## src/rtl/mano_pkg.sv

```systemverilog
// mano_pkg: shared definitions for the Mano basic-computer controller.
//   - data_w(): instruction/data word width derived from the address width
//   - OP_*: 3-bit opcode values (OP_REG = register-reference / halt group)
//   - RR_*: register-reference bit positions, highest priority first
//   - state_e: controller states; alu_op_e: ALU operation select
// Optional feature macro used by the importing RTL: MANO_ISZ_EN.
package mano_pkg;

  function automatic int data_w(input int addr_w);
    return addr_w + 4;
  endfunction

  localparam logic [2:0] OP_AND = 3'd0;
  localparam logic [2:0] OP_ADD = 3'd1;
  localparam logic [2:0] OP_LDA = 3'd2;
  localparam logic [2:0] OP_STA = 3'd3;
  localparam logic [2:0] OP_BUN = 3'd4;
  localparam logic [2:0] OP_BSA = 3'd5;
  localparam logic [2:0] OP_ISZ = 3'd6;
  localparam logic [2:0] OP_REG = 3'd7;

  localparam int RR_CLA = 3;
  localparam int RR_CMA = 2;
  localparam int RR_CIR = 1;
  localparam int RR_CIL = 0;

  typedef enum logic [3:0] {
    S_FETCH0   = 4'd0,
    S_FETCH1   = 4'd1,
    S_FETCH2   = 4'd2,
    S_DECODE   = 4'd3,
    S_INDIRECT = 4'd4,
    S_EXEC0    = 4'd5,
    S_EXEC1    = 4'd6,
    S_EXEC2    = 4'd7,
    S_EXEC3    = 4'd8,
    S_HALT     = 4'd9
  } state_e;

  typedef enum logic [2:0] {
    ALU_NOP = 3'd0,
    ALU_AND = 3'd1,
    ALU_ADD = 3'd2,
    ALU_LDA = 3'd3,
    ALU_CLA = 3'd4,
    ALU_CMA = 3'd5,
    ALU_CIR = 3'd6,
    ALU_CIL = 3'd7
  } alu_op_e;

endpackage

```

## src/rtl/mano_alu.sv

```systemverilog
// mano_alu: combinational accumulator/link unit for the Mano controller.
// Ports:
//   op_i   operation select (alu_op_e)
//   ac_i   current AC, e_i current E, dr_i current DR
//   ac_o   next AC,    e_o next E (unchanged for ops that do not touch them)
module mano_alu
  import mano_pkg::*;
#(
  parameter int W = 8
) (
  input  alu_op_e        op_i,
  input  logic [W-1:0]   ac_i,
  input  logic           e_i,
  input  logic [W-1:0]   dr_i,
  output logic [W-1:0]   ac_o,
  output logic           e_o
);

  logic [W:0] sum;

  // Operation decode; default passes {E,AC} through unchanged
  always_comb begin
    ac_o = ac_i;
    e_o  = e_i;
    sum  = {1'b0, ac_i} + {1'b0, dr_i};
    case (op_i)
      ALU_AND: ac_o = ac_i & dr_i;
      ALU_ADD: {e_o, ac_o} = sum;
      ALU_LDA: ac_o = dr_i;
      ALU_CLA: ac_o = '0;
      ALU_CMA: ac_o = ~ac_i;
      // rotate {AC,E} right: E enters AC msb, AC lsb goes to E
      ALU_CIR: begin
        ac_o = {e_i, ac_i[W-1:1]};
        e_o  = ac_i[0];
      end
      // rotate left: E enters AC lsb, AC msb goes to E
      ALU_CIL: begin
        ac_o = {ac_i[W-2:0], e_i};
        e_o  = ac_i[W-1];
      end
      default: begin
        ac_o = ac_i;
        e_o  = e_i;
      end
    endcase
  end

endmodule

```

## src/rtl/mano_control_unit.sv

```systemverilog
// mano_control_unit: fetch/decode/execute controller and datapath registers
// (PC, AR, IR, DR, AC, E) of the Mano basic computer, for a single-port RAM
// with synchronous write and 1-cycle read latency.
// Ports:
//   CLK, RST_n (async active-low), RUN (allows a new fetch from FETCH0)
//   mem_addr (= AR), mem_rd, mem_wr, mem_wdata, mem_rdata
//   PC_OUT, AR_OUT, AC_OUT, IR_OUT, E_OUT, halted
// Optional feature: define MANO_ISZ_EN to build opcode 6 as ISZ; otherwise
// opcode 6 is a NOP (after any indirect read) and EXEC3 is never entered.
module mano_control_unit
  import mano_pkg::*;
#(
  parameter  int ADDR_W = 4,
  localparam int DATA_W = data_w(ADDR_W)
) (
  input  logic              CLK,
  input  logic              RST_n,
  input  logic              RUN,
  output logic [ADDR_W-1:0] mem_addr,
  output logic              mem_rd,
  output logic              mem_wr,
  output logic [DATA_W-1:0] mem_wdata,
  input  logic [DATA_W-1:0] mem_rdata,
  output logic [ADDR_W-1:0] PC_OUT,
  output logic [ADDR_W-1:0] AR_OUT,
  output logic [DATA_W-1:0] AC_OUT,
  output logic [DATA_W-1:0] IR_OUT,
  output logic              E_OUT,
  output logic              halted
);

  state_e            state_q;
  logic [ADDR_W-1:0] pc_q, ar_q;
  logic [DATA_W-1:0] ir_q, dr_q, ac_q;
  logic              e_q;

  logic              i_bit;
  logic [2:0]        opcode;
  alu_op_e           alu_op;
  logic [DATA_W-1:0] alu_ac_d;
  logic              alu_e_d;

  assign i_bit  = ir_q[DATA_W-1];
  assign opcode = ir_q[DATA_W-2:ADDR_W];

  // ALU select: register-ref in DECODE, memory-ref result in EXEC2
  always_comb begin
    alu_op = ALU_NOP;
    if (state_q == S_DECODE && opcode == OP_REG && !i_bit) begin
      if      (ir_q[RR_CLA]) alu_op = ALU_CLA;
      else if (ir_q[RR_CMA]) alu_op = ALU_CMA;
      else if (ir_q[RR_CIR]) alu_op = ALU_CIR;
      else if (ir_q[RR_CIL]) alu_op = ALU_CIL;
      else                   alu_op = ALU_NOP;
    end else if (state_q == S_EXEC2) begin
      case (opcode)
        OP_AND:  alu_op = ALU_AND;
        OP_ADD:  alu_op = ALU_ADD;
        OP_LDA:  alu_op = ALU_LDA;
        default: alu_op = ALU_NOP;
      endcase
    end else begin
      alu_op = ALU_NOP;
    end
  end

  mano_alu #(.W(DATA_W)) u_alu (
    .op_i (alu_op),
    .ac_i (ac_q),
    .e_i  (e_q),
    .dr_i (dr_q),
    .ac_o (alu_ac_d),
    .e_o  (alu_e_d)
  );

  // Memory strobes are pure decodes of state, so an async reset drops them at once
  always_comb begin
    mem_rd    = 1'b0;
    mem_wr    = 1'b0;
    mem_wdata = '0;
    case (state_q)
      S_FETCH1: mem_rd = 1'b1;
      S_DECODE: mem_rd = i_bit && (opcode != OP_REG);
      S_EXEC0: begin
        case (opcode)
          OP_AND, OP_ADD, OP_LDA: mem_rd = 1'b1;
`ifdef MANO_ISZ_EN
          OP_ISZ: mem_rd = 1'b1;
`endif
          OP_STA: begin
            mem_wr    = 1'b1;
            mem_wdata = ac_q;
          end
          OP_BSA: begin
            mem_wr    = 1'b1;
            mem_wdata = {{(DATA_W-ADDR_W){1'b0}}, pc_q};
          end
          default: mem_rd = 1'b0;
        endcase
      end
`ifdef MANO_ISZ_EN
      S_EXEC3: begin
        mem_wr    = 1'b1;
        mem_wdata = dr_q;
      end
`endif
      default: mem_rd = 1'b0;
    endcase
  end

  // Controller FSM and datapath registers
  always_ff @(posedge CLK or negedge RST_n) begin
    if (!RST_n) begin
      state_q <= S_FETCH0;
      pc_q    <= '0;
      ar_q    <= '0;
      ir_q    <= '0;
      dr_q    <= '0;
      ac_q    <= '0;
      e_q     <= 1'b0;
    end else begin
      case (state_q)
        S_FETCH0: begin
          if (RUN) begin
            ar_q    <= pc_q;
            state_q <= S_FETCH1;
          end
        end
        S_FETCH1: begin
          pc_q    <= pc_q + ADDR_W'(1);
          state_q <= S_FETCH2;
        end
        S_FETCH2: begin
          ir_q    <= mem_rdata;
          ar_q    <= mem_rdata[ADDR_W-1:0];
          state_q <= S_DECODE;
        end
        S_DECODE: begin
          if (opcode == OP_REG) begin
            if (i_bit) begin
              state_q <= S_HALT;
            end else begin
              ac_q    <= alu_ac_d;
              e_q     <= alu_e_d;
              state_q <= S_FETCH0;
            end
          end else if (i_bit) begin
            state_q <= S_INDIRECT;
          end else begin
            state_q <= S_EXEC0;
          end
        end
        S_INDIRECT: begin
          ar_q    <= mem_rdata[ADDR_W-1:0];
          state_q <= S_EXEC0;
        end
        S_EXEC0: begin
          case (opcode)
            OP_AND, OP_ADD, OP_LDA: state_q <= S_EXEC1;
`ifdef MANO_ISZ_EN
            OP_ISZ: state_q <= S_EXEC1;
`endif
            OP_BUN: begin
              pc_q    <= ar_q;
              state_q <= S_FETCH0;
            end
            OP_BSA: begin
              ar_q    <= ar_q + ADDR_W'(1);
              state_q <= S_EXEC1;
            end
            default: state_q <= S_FETCH0;
          endcase
        end
        S_EXEC1: begin
          if (opcode == OP_BSA) begin
            pc_q    <= ar_q;
            state_q <= S_FETCH0;
          end else begin
            dr_q    <= mem_rdata;
            state_q <= S_EXEC2;
          end
        end
        S_EXEC2: begin
`ifdef MANO_ISZ_EN
          if (opcode == OP_ISZ) begin
            dr_q    <= dr_q + DATA_W'(1);
            state_q <= S_EXEC3;
          end else begin
            ac_q    <= alu_ac_d;
            e_q     <= alu_e_d;
            state_q <= S_FETCH0;
          end
`else
          ac_q    <= alu_ac_d;
          e_q     <= alu_e_d;
          state_q <= S_FETCH0;
`endif
        end
`ifdef MANO_ISZ_EN
        S_EXEC3: begin
          // skip the next instruction when the incremented word wrapped to zero
          if (dr_q == '0) begin
            pc_q <= pc_q + ADDR_W'(1);
          end
          state_q <= S_FETCH0;
        end
`endif
        S_HALT: state_q <= S_HALT;
        default: state_q <= S_FETCH0;
      endcase
    end
  end

  assign mem_addr = ar_q;
  assign PC_OUT   = pc_q;
  assign AR_OUT   = ar_q;
  assign AC_OUT   = ac_q;
  assign IR_OUT   = ir_q;
  assign E_OUT    = e_q;
  assign halted   = (state_q == S_HALT);

endmodule

```

## config.mk

```make
export PLATFORM = sky130hd
export DESIGN_NAME = mano_control_unit
export DESIGN_NICKNAME = d
export VERILOG_FILES = /design/src/rtl/mano_pkg.sv /design/src/rtl/mano_alu.sv /design/src/rtl/mano_control_unit.sv
export SDC_FILE = /design/constraint.sdc
export NUM_CORES = 1
export LEC_CHECK = 0
export ABC_AREA = 1
export CAP_MARGIN = 20
export CORE_UTILIZATION = 54
export CTS_CLUSTER_SIZE = 25
export DETAILED_ROUTE_END_ITERATION = 6
export GPL_TIMING_DRIVEN = 0
export HOLD_SLACK_MARGIN = 0.15
export PLACE_DENSITY = 0.92
export SLEW_MARGIN = 10
export SYNTH_ARGS = -nofsm -noshare
export SYNTH_HDL_FRONTEND = slang
export SYNTH_HIERARCHICAL = 1
export SYNTH_SLANG_ARGS = --single-unit
export TNS_END_PERCENT = 20
```

## constraint.sdc

```tcl
create_clock -name CLK -period 2.4 [get_ports CLK]
set_input_delay 0.48 -clock CLK [delete_from_list [all_inputs] [get_ports CLK]]
set_output_delay 0.48 -clock CLK [all_outputs]
set_load 0.01 [all_outputs]
```

Yosys cells after proc, flatten, opt, wreduce, memory -nomap -nowiden
Cells that the tools add are included.

storage, ports and cells
  output and inout bits = 40
  bits in registers = 37
  input bits = 11
  word-level logic and storage cells = 92

operators by class
  equal/unequal tests = 28
  reduce and logical (&&, ||, !) cells = 17
  mux-type cells = 34
  bitwise operators = 3
  add/sub/neg operators = 3

operators by type and width
  kind                                                             count
  8-bit case mux with 7 select lines                               1
  4-bit case mux with 8 select lines                               1
  8-bit case mux with 2 select lines                               2
  4-bit two-way mux                                                7
  3-bit two-way mux                                                8
  8-bit two-way mux                                                3
  4-bit case mux with 3 select lines                               2
  3-bit == test, second input constant                             7
  4-bit by 3-bit == test with 1-bit output, second input constant  4
  3-bit by 2-bit == test with 1-bit output, second input constant  4
  8-bit by 8-bit adder with 9-bit output                           1
  3-bit AND reduction                                              3
  4-bit by 1-bit adder with 4-bit output, second input constant    2
  8-bit AND                                                        1
  4-bit by 2-bit == test with 1-bit output, second input constant  2
  2-bit inequality test, second input constant                     4
  8-bit inverter                                                   1
  3-bit by 1-bit == test with 1-bit output, second input constant  2
  1-bit two-way mux                                                6
  1-bit case mux with 3 select lines                               2
  2-bit case mux with 3 select lines                               1
  3-bit nonzero test                                               2
  4-bit by 1-bit == test with 1-bit output, second input constant  1
  4-bit == test, second input constant                             1
  13 further kinds                                                 17

Logic depth before layout (Yosys ltp)
Gate-level depths: netlist (run 1).

  word-level depth = 10
  gate-level depth with buffers = 16
  gate-level depth less buffers = 16

Cells and area by module
The synthesis (run 1) kept the hierarchy.

by module, submodules not included
  module             area each (µm²)  cells an instance  seq. area each (µm²)  instances
  mano_control_unit  2089.5           286                925.9                 1
  mano_alu           834.6            164                0.0                   1

Worst setup path after synthesis (run 1)
No wires, ideal clock.

  path kind = register to register
  start point = reg ir_q[6], in the netlist IR_OUT[6]
  end point = reg ac_q[5], in the netlist AC_OUT[5]
  buffers on the path = 0
  slack = 0.168 ns
  arrival time = 2.115 ns
  data required time = 2.283 ns
  period minus slack after synthesis = 2.232 ns
  setup time = 0.117 ns
  stages on the path, launching flop included = 14
  cell sequence = dfrtp_1 > inv_1 > nor2_2 > nand2_2 > a311oi_1 > inv_2 > nand3_1 > inv_1 > nand2_1 > nand2_1 > nor3_1 > a21oi_1 > nand3_1 > nand2_1

on the way
  cells in the longest elaborated chain, start to end = 9
  elaborated cells between the ends (all ways) = 22
  those cells by class = 11 x eq/ne; 7 x mux; 4 x reduce/logical

ends and longest elaborated chain
  item                                         RTL line                  RTL
  from (decl)                                  mano_control_unit.sv:34   logic [DATA_W-1:0] ir_q, dr_q, ac_q;
  from (signal assigned)                       mano_control_unit.sv:134  ir_q <= mem_rdata;
  3-bit == test *                              mano_control_unit.sv:49   if (state_q == S_DECODE && opcode == OP_REG && !i_bit) begin
  1-bit logical AND * (2 in a row)             mano_control_unit.sv:49
  3-bit two-way mux *                          mano_control_unit.sv:49
  named net alu_op[2]                          mano_control_unit.sv:39   alu_op_e alu_op;
  3-bit == test, or another cell as far along  mano_alu.sv:26            case (op_i)
  8-bit case mux with 7 select lines *         mano_alu.sv:26
  named net alu_ac_d[5]                        mano_control_unit.sv:40   logic [DATA_W-1:0] alu_ac_d;
  8-bit two-way mux                            mano_control_unit.sv:140  if (i_bit) begin
  8-bit two-way mux                            mano_control_unit.sv:139  if (opcode == OP_REG) begin
  8-bit case mux with 2 select lines *         mano_control_unit.sv:122  case (state_q)
  to (signal assigned)                         mano_control_unit.sv:143  ac_q <= alu_ac_d;
  to (signal assigned)                         mano_control_unit.sv:194  ac_q <= alu_ac_d;
  to (decl)                                    mano_control_unit.sv:34

Mark *: on every way through the listed nets, which the timed path passes. The rest lies on a longest branch. The select of a mux whose other input is x is not followed.
A chain may end at the register's enable or synchronous reset.

Worst setup path after layout (run 1)
  start point = reg ir_q[6], in the netlist IR_OUT[6]
  end point = reg ac_q[3], in the netlist AC_OUT[3]

on the way
  cells in the longest elaborated chain, start to end = 9
  elaborated cells between the ends (all ways) = 22
  those cells by class = 11 x eq/ne; 7 x mux; 4 x reduce/logical

ends and longest elaborated chain
  item                                                                     RTL line                                          RTL
  3-bit by 2-bit == test with 1-bit output, or another cell as far along   mano_control_unit.sv:56                           case (opcode)
  2-bit case mux with 3 select lines or 1-bit logical AND (tied branches)  mano_control_unit.sv:56, mano_control_unit.sv:49
  3-bit two-way mux or 1-bit logical AND (tied branches)                   mano_control_unit.sv:55, mano_control_unit.sv:49
  3-bit two-way mux *                                                      mano_control_unit.sv:49
  named net alu_op[0]                                                      mano_control_unit.sv:39
  3-bit == test, or another cell as far along                              mano_alu.sv:26
  8-bit case mux with 7 select lines *                                     mano_alu.sv:26
  named net alu_ac_d[3]                                                    mano_control_unit.sv:40
  8-bit two-way mux                                                        mano_control_unit.sv:140
  8-bit two-way mux                                                        mano_control_unit.sv:139
  8-bit case mux with 2 select lines *                                     mano_control_unit.sv:122

Marks and branches as above.

==> results.py, run 1 <==
metrics = {
    "timing": {
        "layout_min_cycle_time_ns": 2.45,
        "whs_ns": 0.515,
        "worst_slew_margin_rel_pct": 74.3,
        "drv_slew": 0,
        "clock.fmax_mhz": 409,
        "fin_skew_ns": 0.0113,
        "timing.final.ws_setup_ns": -0.0479,
        "setup_viol": 1,
        "rsz0062_at_grt": "yes",
        "hold_viol_final": 0,
        "final.period_utilization_pct": 102,
        "tightest_slew_ns": 0.385,
    },
    "clock_network": {
        "cts_num_sinks": 37,
        "numCtsBuffers": 5,
        "cts_max_path_buffers": 2,
        "cts-root-buf": "clkbuf_8",
        "clk_latency_ns": 0.30,
        "htreeDepth": 2,
        "cts.reportedPaths.clkPinSlew_ns": 0.08,
        "cts_tree": "done",
    },
    "final_layout": {
        "post-route-util_pct": 73.1,
        "drive_gt1_share_pct": 12.9,
        "fin_nets": 541,
        "fillers": 402,
        "diodes": 0,
        "synthToLayoutAreaGrowth_pct": 29.2,
        "finalInstanceArea_sq_um": 3780,
    },
    "synthesis": {
        "synthTopCellsByArea": "dfrtp_1 32%, nand2_1 21%, inv_1 7.1%",
        "synth_nets": 474,
        "synthAdderAreaFrac_pct": 5.82,
        "ys_ff_latch": 37,
        "syn_inst": 450,
        "yosysWarnings": 6,
        "yosysSeqAreaShare_pct": 31.7,
        "ys_types": 35,
        "synth_top_family_by_area": "simple AND/OR/NAND/NOR gates",
        "syn_area_sq_um": 2920,
        "synth_compound_area_share_pct": 11.6,
        "synthMuxAreaShare_pct": 0,
        "synthSimpleGateAreaFrac_pct": 40.0,
        "synth_top_area_share_pct": 31.7,
        "syn_area_per_cell_sq_um": 6.50,
        "synth_edf_count": 0,
        "synth-xor-area-share_pct": 0.899,
        "async_flop_share_pct": 100,
        "netlist.top_cell.by_area": "dfrtp_1",
        "ys_dominant_reg_cell": "dfrtp_1",
    },
    "drt": {
        "drc": 0,
        "drtIter0Drc": 419,
        "viasPerCell": 5.65,
        "dr.pass1.iters": 5,
        "route.detailed.wl_per_inst_um": 14.8,
        "wl_um": 8690,
        "ant_nets": 0,
        "num_vias": 3324,
    },
    "critical_path": {
        "critPathLaunch": "IR_OUT[6]",
        "critPathLaunchType": "register",
        "cp-end-kind": "register",
        "reg2reg_from": "IR_OUT[6]",
        "worstPathRequired_ns": 2.64,
        "critPathKind": "register to register",
        "crit_fanout": 10,
        "arrival_ns": 2.69,
    },
    "power": {
        "seq_power_share_pct": 30.3,
        "worst_ir_drop_vdd_mv": 0.700,
        "p_total_mw": 4.62,
        "swShare_pct": 48.6,
        "p_comb_share_pct": 57.2,
        "leakage_nw": 1.92,
        "internal_power_mw": 2.37,
        "pwr-share-clk_pct": 12.5,
        "p_sw_mw": 2.24,
        "power_density_nw_per_um2": 1220,
    },
    "worst_hold_path": {
        "hold_start": "dr_q[1]",
        "hold_path_class": "register to register",
    },
    "global_route": {
        "globalRouteOverflowTotal": 0,
        "grt_usage_pct": 31.4,
        "grt_pass1_wl_um": 13400,
        "grt_max_degree": 25,
        "first_global_vias": 2930,
        "antenna_found_initial": 0,
    },
    "floorplanning": {
        "start_util_pct": 56.5,
        "dieWidth_um": 75.6,
        "core_sq_um": 5170,
        "die-area_sq_um": 5710,
        "rows": 26,
        "die_h_um": 75.6,
        "ios": 51,
    },
    "outcome": {
        "violations": "setup timing",
        "status": "complete, but fails checks",
    },
    "placement": {
        "io_buffers": 50,
        "dpl.hpwl_um": 6140,
        "gp_congestion": 0.904,
        "placed_cell_area_sq_um": 3530,
        "post-place-ws_ns": -0.368,
    },
    "job": {
        "drv_cap": 0,
    },
}
## repair_timing
| item | in CTS | in global routing |
|---|---|---|
| endpoints found under the setup margin | 15 | 13 |
| hold endpoints to repair | 13 | 0 |
| buffers inserted | 0 | 8 |
| resized for setup | 18 | 11 |
| hold buffers | 1 | 0 |
| cloned | 0 | 0 |
| pin swaps | 0 | 4 |
## routing by layer
layer  part of all wire, %  global-route usage [%]  routed length, um
met1                    42                    41.2               3690
met2                    48                    51.9               4210
met3                   6.8                    4.10                588
met4                   2.3                    14.0                198
met5                     0                       0                  0
## per-stage QoR
step / setup TNS [ns] / std cells
after floorplan: 0 / 450
after global placement: -1.70 / 570
after detailed placement: -2.55 / 571
after CTS: 0 / 580
after global routing: -0.790 / 588
final: -0.0479 / 588
## cell type report
type	instances	area, sq um	area share [%]
multi-input cells	344	1750	46.4
inverters	59	224	5.93
repair buffers	60	592	15.7
clock buffers	6	82.6	2.19
well taps	70	87.6	2.32
flip-flops and latches	37	931	24.6
clock inverters	2	37.5	0.993
plain buffers	10	71.3	1.89
## worst max-delay path, cell delays in order, from the launching register on
cell	delay, ns
dfrtp_2	0.45
inv_2	0.11
nor2_4	0.19
nand2_2	0.15
nor2_2	0.13
nand3_1	0.10
nand2_2	0.12
inv_1	0.10
buf_4	0.19
nor3_4	0.23
nand2_1	0.10
nand2_1	0.08
nor2_1	0.05
a31oi_1	0.21
nand3_1	0.11
nand2_1	0.08
## state kept, by name, indices dropped and copies added (netlist names)
register	cells
dr_q	8
state_q	4
E_OUT	1
AR_OUT	4
IR_OUT	8
AC_OUT	8
PC_OUT	4
## kinds of logic after synthesis
kind of cell / count (synthesis)
AND/OR/NAND/NOR: 267
buffers and inverters: 69
flip-flops: 37
adder cells (fa/ha/maj): 13
XOR/XNOR: 3
AO/OA/AOI/OAI: 61
## worst paths after layout
kind,end,slack [ns],cells past startpoint
max in group asynchronous,IR_OUT[4],1.31,3
max reg2reg,AC_OUT[3],-0.05,15
min,dr_q[1],0.51,2
min in group asynchronous,AC_OUT[3],0.63,2
max,AC_OUT[3],-0.05,15
min reg2reg,dr_q[1],0.51,2
## power groups by stage
stage | Clock, mW | Sequential, mW | Combinational, mW
5_1_grt | 0.605 | 1.43 | 2.98
4_1_cts | 0.580 | 1.37 | 2.57
3_5_place_dp | 0 | 1.37 | 2.51
6_report | 0.578 | 1.40 | 2.64
2_1_floorplan | 0 | 1.30 | 1.62
3_3_place_gp | 0 | 1.35 | 2.42
## Yosys cell counts (4+ instances only)
cell       n
nor2_2     5
dfrtp_1   37
o21ai_0   25
nor2_1    34
a21oi_1   18
buf_4      6
inv_2      4
nand3_1   40
nand4_1    5
inv_1     55
nand2_1  163
ha_1      12
a22oi_1    4
## placed cells by master (no fill, tap or decap), types with 5 or more instances in the layout
cell	n
clkdlybuf4s50_1	42
nor2_2	5
nand3_2	5
o21ai_0	25
inv_2	10
nand2_1	160
clkbuf_8	6
inv_1	48
dfrtp_1	33
nand4_1	5
ha_1	12
nand2_2	5
a21oi_1	18
nor2_1	33
buf_4	14
dlygate4sd2_1	5
nand3_1	37
Note: power is estimated with default switching activity, not from simulation.
==> inputs of run 2 (changes only) <==
--- a/config.mk
+++ b/config.mk
@@ -13,7 +13,8 @@
 export GPL_TIMING_DRIVEN = 0
 export HOLD_SLACK_MARGIN = 0.15
 export PLACE_DENSITY = 0.92
-export SLEW_MARGIN = 10
+export RECOVER_POWER = 100
+export SETUP_SLACK_MARGIN = 0.02
 export SYNTH_ARGS = -nofsm -noshare
 export SYNTH_HDL_FRONTEND = slang
 export SYNTH_HIERARCHICAL = 1
==> run 2 against run 1 <==
- routed wire length increased by 0.72%
- critical path depth increased by 1
- the run now ends clean
- critical path type unchanged
- core utilization decreased by 0.56 points
- combinational power about the same
- count of clock-buffer cells in the layout unchanged
- setup slack improved by 0.049 ns
- clock skew decreased by 0.0021 ns
- largest power group unchanged
==> results.py, run 2 (synthesized netlist as in run 1, its figures left out) <==
metrics = {
    "outcome": {
        "status": "complete, no violations",
    },
    "power": {
        "seq_power_share_pct": 30.2,
        "pwr-share-clk_pct": 12.4,
        "internal_power_mw": 2.36,
        "leakage_nw": 1.96,
        "p_total_mw": 4.60,
        "p_comb_share_pct": 57.3,
        "swShare_pct": 48.7,
        "power_density_nw_per_um2": 1230,
        "p_sw_mw": 2.24,
        "worst_ir_drop_vdd_mv": 0.745,
    },
    "global_route": {
        "grt_pass1_wl_um": 13100,
        "grt_usage_pct": 30.5,
        "first_global_vias": 2899,
        "antenna_found_initial": 0,
        "grt_max_degree": 38,
        "globalRouteOverflowTotal": 0,
    },
    "drt": {
        "dr.pass1.iters": 7,
        "drc": 0,
        "ant_nets": 0,
        "num_vias": 3305,
        "wl_um": 8760,
        "drtIter0Drc": 325,
        "route.detailed.wl_per_inst_um": 15.0,
        "viasPerCell": 5.66,
    },
    "final_layout": {
        "synthToLayoutAreaGrowth_pct": 28.2,
        "multi_input_area_sq_um": 1780,
        "seq_area_sq_um": 931,
        "diodes": 0,
        "fillers": 397,
        "post-route-util_pct": 72.5,
        "fin_nets": 537,
        "layout_commonest_cell": "nand2_1",
        "drive_gt1_share_pct": 12.8,
        "final_cell_mix": "160 x nand2_1, 49 x inv_1, 39 x clkdlybuf4s50_1",
        "finalInstanceArea_sq_um": 3750,
        "fin_cells": 584,
    },
    "timing": {
        "clock.fmax_mhz": 417,
        "timing.final.ws_setup_ns": 0.00145,
        "layout_min_cycle_time_ns": 2.40,
        "rsz0062_at_grt": "yes",
        "final.period_utilization_pct": 99.9,
        "fin_skew_ns": 0.00921,
        "tightest_slew_ns": 0.955,
        "fin_tns_setup_ns": 0,
        "worst_slew_margin_rel_pct": 36.3,
        "drv_slew": 0,
        "whs_ns": 0.329,
        "hold_viol_final": 0,
        "setup_viol": 0,
    },
    "clock_network": {
        "numCtsBuffers": 5,
        "cts-root-buf": "clkbuf_8",
        "htreeDepth": 2,
        "cts_max_path_buffers": 2,
        "hold_buffers": 0,
        "cts_num_sinks": 37,
        "cts_tree": "done",
        "clk_latency_ns": 0.29,
        "cts.reportedPaths.clkPinSlew_ns": 0.08,
    },
    "floorplanning": {
        "die_h_um": 75.6,
        "core_sq_um": 5170,
        "rows": 26,
        "dieWidth_um": 75.6,
        "start_util_pct": 56.5,
        "die-area_sq_um": 5710,
        "ios": 51,
    },
    "critical_path": {
        "worst-path-buf-inv": 3,
        "cp_cell_sequence": "inv_2 -> nand2_1 -> nor2_4 -> nand2_4 -> nor2_2 -> nand3_1 -> nand2_2 -> inv_1 -> buf_4 -> nor3_4 -> nand2_1 -> nand2_1 -> nor2_1 -> a31oi_1 -> nand3_1 -> nand2_1",
        "worstPathRequired_ns": 2.64,
        "cp_top_family": "simple AND/OR/NAND/NOR gates",
        "critPathKind": "register to register",
        "slowest_delay_ns": 0.45,
        "arrival_ns": 2.64,
        "cp-end-kind": "register",
        "cpMostUsedCell": "nand2_1",
        "critPathLaunchType": "register",
        "crit_fanout": 10,
        "cp_slowest_cell": "dfrtp_2",
    },
    "placement": {
        "dpl.hpwl_um": 6030,
        "placed_cells_incl_taps": 570,
        "io_buffers": 50,
        "placed_cell_area_sq_um": 3510,
        "gp_congestion": 0.904,
        "post-place-ws_ns": -0.355,
    },
    "job": {
        "drv_cap": 0,
    },
    "worst_hold_path": {
        "hold_path_class": "primary input to async pin",
    },
}
## run 2: cell count changes in the layout (fill, tap and decap cells not counted), moves of 2 or more
cell,previous run,this run
nor2_2,5,7
nor3_1,3,1
buf_4,14,11
nor3_2,0,2
nor2_1,33,31
buf_2,4,2
dlymetal6s2s_1,2,5
clkbuf_1,0,2
clkdlybuf4s50_1,42,39
## run 2: repair_timing
action,4_1_cts,5_1_grt
buffers inserted,2,4
endpoints found under the setup margin,19,14
resized for setup,17,23
hold endpoints to repair,0,0
pin swaps,0,4
## run 2: power groups by stage
stage / clock network (mW) / registers, mW / logic, mW
after floorplan: 0 / 1.30 / 1.62
after global placement: 0 / 1.35 / 2.42
after detailed placement: 0 / 1.36 / 2.51
after CTS: 0.577 / 1.36 / 2.55
after global routing: 0.603 / 1.42 / 2.97
final: 0.572 / 1.39 / 2.64
## run 2: final timing paths
kind / depth (start not counted) / from / slack [ns] / to
min: 1 / RST_n / 0.33 / dr_q[5]
max: 16 / state_q[3] / 0.001 / AC_OUT[3]
min reg2reg: 2 / dr_q[1] / 0.53 / dr_q[1]
max in group asynchronous: 1 / RST_n / 1.42 / IR_OUT[4]
max reg2reg: 16 / state_q[3] / 0.001 / AC_OUT[3]
min in group CLK: 2 / dr_q[1] / 0.53 / dr_q[1]
## run 2: final cells by class
| type | count | area share, % |
|---|---|---|
| buffer | 10 | 1.77 |
| clock buffer | 6 | 2.20 |
| clock inverter | 2 | 1.00 |
| inverter | 59 | 5.91 |
| multi-input combinational | 344 | 47.4 |
| sequential | 37 | 24.8 |
| tap | 70 | 2.34 |
| timing repair buffer | 56 | 14.6 |
## run 2: routing by layer
metal	wire length, um	global-route usage, %
met3	596	5.42
met2	4160	50.1
met1	3740	39.5
met4	262	13.4
met5	0	0
## run 2: worst register-to-register path, delay by kind of cell, from the launching register on
kind / cells / cell delay (ns)
DFF: 1 / 0.45
AOI/OAI and AO/OA: 1 / 0.21
buffers and inverters: 3 / 0.40
and+or+nand+nor: 12 / 1.27
